--- config.mk ---
export PLATFORM = sky130hd
export DESIGN_NAME = nibble_serial_alu_ctrl
export DESIGN_NICKNAME = d
export VERILOG_FILES = /design/src/rtl/nibble_serial_alu_ctrl.sv
export SDC_FILE = /design/constraint.sdc
export NUM_CORES = 1
export LEC_CHECK = 0
export CAP_MARGIN = 20
export CORE_ASPECT_RATIO = 1.75
export CORE_MARGIN = 2
export CORE_UTILIZATION = 48
export CTS_BUF_LIST = sky130_fd_sc_hd__clkbuf_2
export DETAILED_ROUTE_END_ITERATION = 7
export HOLD_SLACK_MARGIN = 0.06
export PLACE_DENSITY = 0.79
export SETUP_SLACK_MARGIN = 0.15
export SLEW_MARGIN = 15
export SYNTH_ARGS = -nofsm -noshare
export SYNTH_HDL_FRONTEND = slang
export SYNTH_SLANG_ARGS = --single-unit
--- constraint.sdc ---
create_clock -name clk -period 2.7 [get_ports clk]
set_input_delay 0.27 -clock clk [delete_from_list [all_inputs] [get_ports clk]]
set_output_delay 0.27 -clock clk [all_outputs]
set_load 0.01 [all_outputs]
--- src/rtl/nibble_serial_alu_ctrl.sv ---
// Multi-precision add/sub sequencer: one 4-bit slice per clock, LSB nibble first.
// Optional NIBBLE_ALU_CMP_EN adds registered unsigned/signed less-than outputs.
module nibble_serial_alu_ctrl #(
  parameter int NIBBLES = 4
) (
  input  logic                   clk,
  input  logic                   rst_n,
  input  logic                   start,
  input  logic                   subtract_enable,
  input  logic [4*NIBBLES-1:0]   A,
  input  logic [4*NIBBLES-1:0]   B,
  output logic [4*NIBBLES-1:0]   Res,
  output logic                   Cout,
  output logic                   Ovf,
  output logic                   Zero,
`ifdef NIBBLE_ALU_CMP_EN
  output logic                   lt_u,
  output logic                   lt_s,
`endif
  output logic                   busy,
  output logic                   done
);

  localparam int CW = (NIBBLES > 1) ? $clog2(NIBBLES) : 1;

  typedef enum logic [1:0] {IDLE, RUN, DONE} state_t;

  state_t                   state;
  logic [CW-1:0]            cnt;
  logic                     carry;
  logic                     sub_q;
  logic [NIBBLES-1:0][3:0]  a_q, b_q, res_q, res_next;
  logic [3:0]               a_n, bx;
  logic [4:0]               sum5;
  logic                     last, ovf_n;

  assign Res  = res_q;
  assign last = (cnt == CW'(NIBBLES-1));

  // Single shared 4-bit slice; subtract is A + ~B + 1 with the +1 seeded into carry.
  always_comb begin
    a_n           = a_q[cnt];
    bx            = b_q[cnt] ^ {4{sub_q}};
    sum5          = {1'b0, a_n} + {1'b0, bx} + {4'b0, carry};
    res_next      = res_q;
    res_next[cnt] = sum5[3:0];
    ovf_n         = (a_n[3] == bx[3]) && (sum5[3] != a_n[3]);
  end

  always_ff @(posedge clk or negedge rst_n) begin
    if (!rst_n) begin
      state <= IDLE;
      cnt   <= '0;
      carry <= 1'b0;
      sub_q <= 1'b0;
      a_q   <= '0;
      b_q   <= '0;
      res_q <= '0;
      Cout  <= 1'b0;
      Ovf   <= 1'b0;
      Zero  <= 1'b0;
`ifdef NIBBLE_ALU_CMP_EN
      lt_u  <= 1'b0;
      lt_s  <= 1'b0;
`endif
      busy  <= 1'b0;
      done  <= 1'b0;
    end else begin
      done <= 1'b0;
      case (state)
        IDLE: begin
          if (start) begin
            a_q   <= A;
            b_q   <= B;
            sub_q <= subtract_enable;
            carry <= subtract_enable;
            cnt   <= '0;
            res_q <= '0;
            busy  <= 1'b1;
            state <= RUN;
          end
        end
        RUN: begin
          res_q <= res_next;
          carry <= sum5[4];
          if (last) begin
            Cout  <= sum5[4];
            Ovf   <= ovf_n;
            Zero  <= (res_next == '0);
`ifdef NIBBLE_ALU_CMP_EN
            lt_u  <= sub_q & ~sum5[4];
            lt_s  <= sub_q & (sum5[3] ^ ovf_n);
`endif
            cnt   <= '0;
            done  <= 1'b1;
            state <= DONE;
          end else begin
            cnt <= cnt + 1'b1;
          end
        end
        DONE: begin
          busy  <= 1'b0;
          state <= IDLE;
        end
        default: begin
          busy  <= 1'b0;
          state <= IDLE;
        end
      endcase
    end
  end

endmodule

==> results of run 1 <==
## cells by family after synthesis
kind of cell	count (synthesis)
xor gates and xnor gates	6
and+or+nand+nor	28
muxes	41
buffers and inverters	22
AOI/OAI and AO/OA	39
adders and majority gates	9
DFF	59
## sequential cells by signal, summed over array words and instances, names as in the netlist
register  flops
Cout          1
Ovf           1
Res          16
Zero          1
a_q          16
b_q          16
busy          1
carry         1
cnt           2
done          1
state         2
sub_q         1
## area by class of cell
cell class,count,area [um2],share of cell area (%)
clock buffer,9,45.0,1.22
multi-input combinational,123,1220,33.1
clock inverter,7,58.8,1.60
antenna,1,2.50,0.0680
tap,76,95.1,2.58
inverter,11,41.3,1.12
timing repair buffer,76,743,20.2
sequential,59,1480,40.1
## metrics by stage
step	hold WS (ns)	setup slack [ns]
floorplan	-0.0256	-0.152
detailed placement	0.457	-0.212
global route	0.367	-0.331
finish	0.403	-0.204
global placement	0.459	-0.0529
CTS	0.373	-0.183
## power by group through the flow
stage / sequential [W] / clock [W] / combinational, W
after floorplan: 0.00151 / 0 / 0.00212
after global placement: 0.00154 / 0 / 0.00320
after detailed placement: 0.00157 / 0 / 0.00330
after CTS: 0.00154 / 0.000526 / 0.00356
after global routing: 0.00159 / 0.000577 / 0.00416
final: 0.00154 / 0.000514 / 0.00384
## worst min path at each step
stage / startpoint / end / slack, ns / cells after the start
6_report: A[13] / a_q[13] / 0.40 / 2
5_1_grt: A[13] / a_q[13] / 0.37 / 2
4_1_cts: A[13] / a_q[13] / 0.37 / 2
3_5_place_dp: rst_n / Res[14] / 0.46 / 2
3_3_place_gp: rst_n / a_q[1] / 0.46 / 2
2_1_floorplan: rst_n / Cout / -0.03 / 0
## metal layers
| layer | track usage, % | vias up | share of wire, % |
|---|---|---|---|
| met1 | 23.2 | 1002 | 36 |
| met3 | 3.36 | 19 | 3.5 |
| li1 | - | 907 | - |
| met2 | 33.9 | 71 | 56 |
| met4 | 14.9 | 0 | 4.6 |
| met5 | 0 | - | 0 |
## cell usage after synthesis
cell | instances | share of area (%)
o31ai_1 | 1 | 0.27
dfrtp_1 | 59 | 54
and3b_1 | 1 | 0.32
a21o_1 | 2 | 0.55
nor2_1 | 6 | 0.82
mux4_2 | 8 | 6.6
fa_1 | 2 | 1.5
xor2_1 | 6 | 1.9
or3_1 | 1 | 0.23
a22o_1 | 8 | 2.5
nand2_1 | 5 | 0.68
inv_1 | 11 | 1.5
and2b_1 | 1 | 0.27
and3_1 | 1 | 0.23
a32o_1 | 7 | 2.5
buf_1 | 2 | 0.27
o22a_1 | 1 | 0.32
nand2_4 | 1 | 0.41
nor3_1 | 4 | 0.73
or4_1 | 1 | 0.27
buf_4 | 1 | 0.27
o221ai_1 | 1 | 0.32
nand2b_1 | 3 | 0.68
mux2_2 | 33 | 14
o21ai_0 | 8 | 1.5
a21oi_1 | 4 | 0.73
nor4_1 | 1 | 0.23
o22ai_1 | 4 | 0.91
nor2b_1 | 1 | 0.23
buf_2 | 6 | 1.1
and2_1 | 1 | 0.23
ha_1 | 7 | 3.2
clkbuf_1 | 2 | 0.27
o2bb2ai_1 | 2 | 0.64
nand3_1 | 1 | 0.18
a22oi_2 | 1 | 0.46
## timing repair
item                                    CTS  global route
hold buffers                              1             0
pin swaps                                 3             5
endpoints found under the hold margin    59             0
gates resized for setup                  12             5
buffers inserted                          4             2
endpoints found under the setup margin   14            15
==> run metrics, run 1 <==
cell mode on critical path=buf_6; placed inst area=3460 um2; CTS Sinks=59; mux cell area share after synthesis=20.1%; DIE AREA=6370 um2; simple-gate share of the synthesized area=5.51%; Rows=36; Die W=61.2 um; WP depth=13; Worst Setup Start Kind=flop; Post-layout nets=325; Comb pwr share=65.2%; fraction of the mapped netlist area in adder cells=4.64%; Worst setup endpoint=Res[7]; Fmax=344 MHz; Clock Pin Slew Worst Setup and Hold Paths=0.17 ns; I/O pins=57; delay of the slowest cell on the worst path=0.45 ns; WL final=5690 um; placed cells=338; fillers=434; overall routing resource usage=20.8%; CTS tree=built; Req. time, crit path=3.08 ns; most frequent cells in the layout=dfrtp_1, clkdlybuf4s50_1, mux2_2; Hold Fails Final Rpt=0; vias in the first global route=2054; final setup violating endpoints=11; nature of the critical path endpoint=flop; Pint=0.00353 W; Power Density=1600 nW/um2; via count=1999; final slew viol count=0; Placer Congestion=0.929; DR iter-0 viols=128; worst path arrival time=3.28 ns; pin count of the biggest net entering global routing=60; RSZ-0062 raised after global routing=true; largest family of logic cells by synthesized area=multiplexers; Critical Path Fanout Max=4; Skew-Pair Late Insertion Delay=0.47 ns; Sequential Power Share=26.1%; most common cell after layout, fill and taps aside=dfrtp_1; Tot Pwr=0.00589 W; Critical R2R Launch=cnt[0]; Final ANT Viol Nets=0; Warnings, synthesis=0; Net Sw Frac=40.1%; layout cells sized above 1=30.2%; clk_skew=0.0195 ns; DRC viols=0; Final Cycle Share=108%; wire per inst=15.7 um; final worst setup slack=-0.204 ns; CTS Root Cell=clkbuf_2; Clock H-tree levels=3; fin crit period=2.90 ns; Port Buffers=56; first-pass GRT wire length=9560 um; CTS Buf Count=9; Post-Synthesis Cell Area=2750 um2; synth-to-layout area growth=33.9%; post-synthesis sequential area ratio=53.7%; Netlist cell types=36; critical path's slowest cell=dfrtp_1; failing checks=negative setup slack; Setup crit start=cnt[0]; clock power share=8.7%; max_cap viols=0; Initial Util=49.6%; Synth Area in Compound Gates=10.7%; initial antenna violation count=1; DPL Wire Length=4330 um; core area=5540 um2; outcome=finished with violations; DR vias/cell=5.52; post-route cell area=3680 um2; Switch Pwr=0.00236 W; Slew headroom=52.6%; Remaining Overflow, GRT=0; WP buf/inv=6; drt first pass iters=4; final std cells w/o fill=362; Syn Inst Count=204; Die Y=104 um; Worst R2R End=Res[7]; LEAKAGE=1.59 nW; Top Family by Delay on Critical Path=buffers and inverters; Fin Setup TNS=-1.61 ns; number of synthesized register bits=59; crit-path cells=buf_4 -> buf_6 -> buf_6 -> buf_6 -> buf_6 -> mux4_2 -> xor2_1 -> ha_1 -> a21oi_2 -> and3_4 -> nor2_1 -> buf_4 -> a32o_1; Synth Area in XOR/XNOR=1.91%; reg2reg path depth=13; net count of the mapped netlist=249; HP Class=input pin to flop; Least-Margin Pin Slew=0.711 ns; Clock Tree Buf Depth=2; r2r setup slk=-0.20 ns; critical path class=flop to flop; worst vdd rail ir drop=0.000840 V; Syn Area/Cell=13.5 um2; final core occ=66.4%
Note: power is estimated with default switching activity, not from simulation.
==> run 2, diff against run 1 <==
- CORE_ASPECT_RATIO: 1.75 -> 0.6
- GPL_ROUTABILITY_DRIVEN: not set -> 0
==> run metrics, run 2 (synthesized netlist as in run 1, its figures left out) <==
drt first pass iters=6 (+2); DIE AREA=6370 um2 (about the same); Slew headroom=41.5% (-11 points); Port Buffers=56 (unchanged); WL final=6650 um (+17%); CTS Sinks=59 (unchanged); Rows=21 (-42%); Die W=102 um (+66%); via count=2062 (+3.2%); outcome=finished with violations; HP Class=input pin to async pin; ANT cells=0 (-1); delay of the slowest cell on the worst path=0.54 ns (+0.09 ns); Clock H-tree levels=3 (unchanged); DPL Wire Length=4340 um (+0.15%); Hold Fails Final Rpt=0 (unchanged); core area=5540 um2 (about the same); r2r setup slk=-0.31 ns (-0.11 ns); most frequent cells in the layout=dfrtp_1, clkdlybuf4s50_1, mux2_2; Clock Tree Buf Depth=2 (unchanged); final std cells w/o fill=366 (+1.1%); Least-Margin Pin Slew=0.869 ns (+0.158 ns); Fmax=332 MHz (-3.5%); Skew-Pair Late Insertion Delay=0.51 ns (+0.04 ns); pin count of the biggest net entering global routing=47 (-22%); synth-to-layout area growth=39.8%; Worst Setup Start Kind=flop; Req. time, crit path=3.13 ns (+0.05 ns); clk_skew=0.0202 ns (+0.000691 ns); fin crit period=3.01 ns (+0.105 ns); final worst setup slack=-0.309 ns (-0.105 ns); Remaining Overflow, GRT=0 (unchanged); Die Y=62.6 um (-40%); cell mode on critical path=fa_2; critical path class=flop to flop; DR iter-0 viols=142 (+11%); layout cells sized above 1=35.7% (+5.5 points); Final ANT Viol Nets=0 (unchanged); CTS Root Cell=clkbuf_2; Post-layout nets=326 (+0.31%); I/O pins=57 (unchanged); nature of the critical path endpoint=flop; first-pass GRT wire length=10300 um (+7.6%); Critical Path Fanout Max=3 (-1); DR vias/cell=5.63 (+2.0%); max_cap viols=0 (unchanged); crit-path cells=mux4_2 -> xor2_2 -> fa_2 -> inv_2 -> fa_2 -> nor2b_1 -> o221ai_1 -> or4_4 -> a22oi_2; fillers=381 (-12%); most common cell after layout, fill and taps aside=dfrtp_1; vias in the first global route=1993 (-3.0%); initial antenna violation count=0 (-1); final setup violating endpoints=1 (-10); Final Cycle Share=111% (+3.9 points); Clock Pin Slew Worst Setup and Hold Paths=0.18 ns (about the same); final slew viol count=0 (unchanged); CTS Buf Count=9 (unchanged); CTS tree=built; critical path's slowest cell=fa_2; placed cells=340 (+0.59%); wire per inst=18.2 um (+15%); DRC viols=0 (unchanged); failing checks=negative setup slack; overall routing resource usage=21.8% (+0.97 points); Initial Util=49.6% (about the same); worst path arrival time=3.44 ns (+0.16 ns); RSZ-0062 raised after global routing=true
run 2: final cells by class:
class	instances	area [um2]	area share, %
sequential	59	1480	38.5
tap	80	100	2.61
multi-input combinational	123	1330	34.6
inverter	11	41.3	1.07
clock buffer	10	50.0	1.30
timing repair buffer	77	762	19.8
clock inverter	6	80.1	2.08
run 2: worst paths after layout:
path / start / endpoint / cells after the start
min in group clk: A[9] / a_q[9] / 2
max in group asynchronous: rst_n / b_q[0] / 4
max: cnt[0] / Zero / 9
min: rst_n / cnt[0] / 2
max reg2reg: cnt[0] / Zero / 9
min reg2reg: Cout / Cout / 2
run 2: critical path, delay by kind of cell (launching register included):
family	cells	cell delay (ns)
fa+ha+maj	2	0.78
simple gates	2	0.65
mux	1	0.53
flops	1	0.44
compound gates	2	0.30
xor+xnor	1	0.18
buf+inv	1	0.04
run 2: metal layers:
layer / vias to the layer above / GRT usage, % / wire, um
li1: 909 / - / -
met1: 1043 / 32.3 / 3040
met2: 101 / 30.0 / 3040
met3: 9 / 8.95 / 508
met4: 0 / 5.07 / 56
met5: - / 0 / 0
run 2: timing repair:
action | 4_1_cts | 5_1_grt
hold buffers | 1 | 0
endpoints found under the hold margin | 44 | 0
setup buffers | 4 | 4
resized for setup | 17 | 19
pin swaps | 2 | 21
endpoints found under the setup margin | 14 | 16
run 2: stage by stage:
step	TNS, ns	instance area (um2)	utilization [%]	hold WS [ns]	setup slack (ns)
after CTS	-0.189	3680	66.3	0.328	-0.189
after floorplan	-0.152	2760	-	-0.0256	-0.152
final	-0.309	3840	69.3	0.254	-0.309
after global routing	-0.529	3840	69.3	0.269	-0.387
after detailed placement	-0.186	3440	62.0	0.484	-0.177
after global placement	-0.0539	3440	62.0	0.471	-0.0539
Power of run 2 is left out: the tool's default activity adds up to more than one toggle a clock period on the data nets, which glitch-free logic cannot reach.
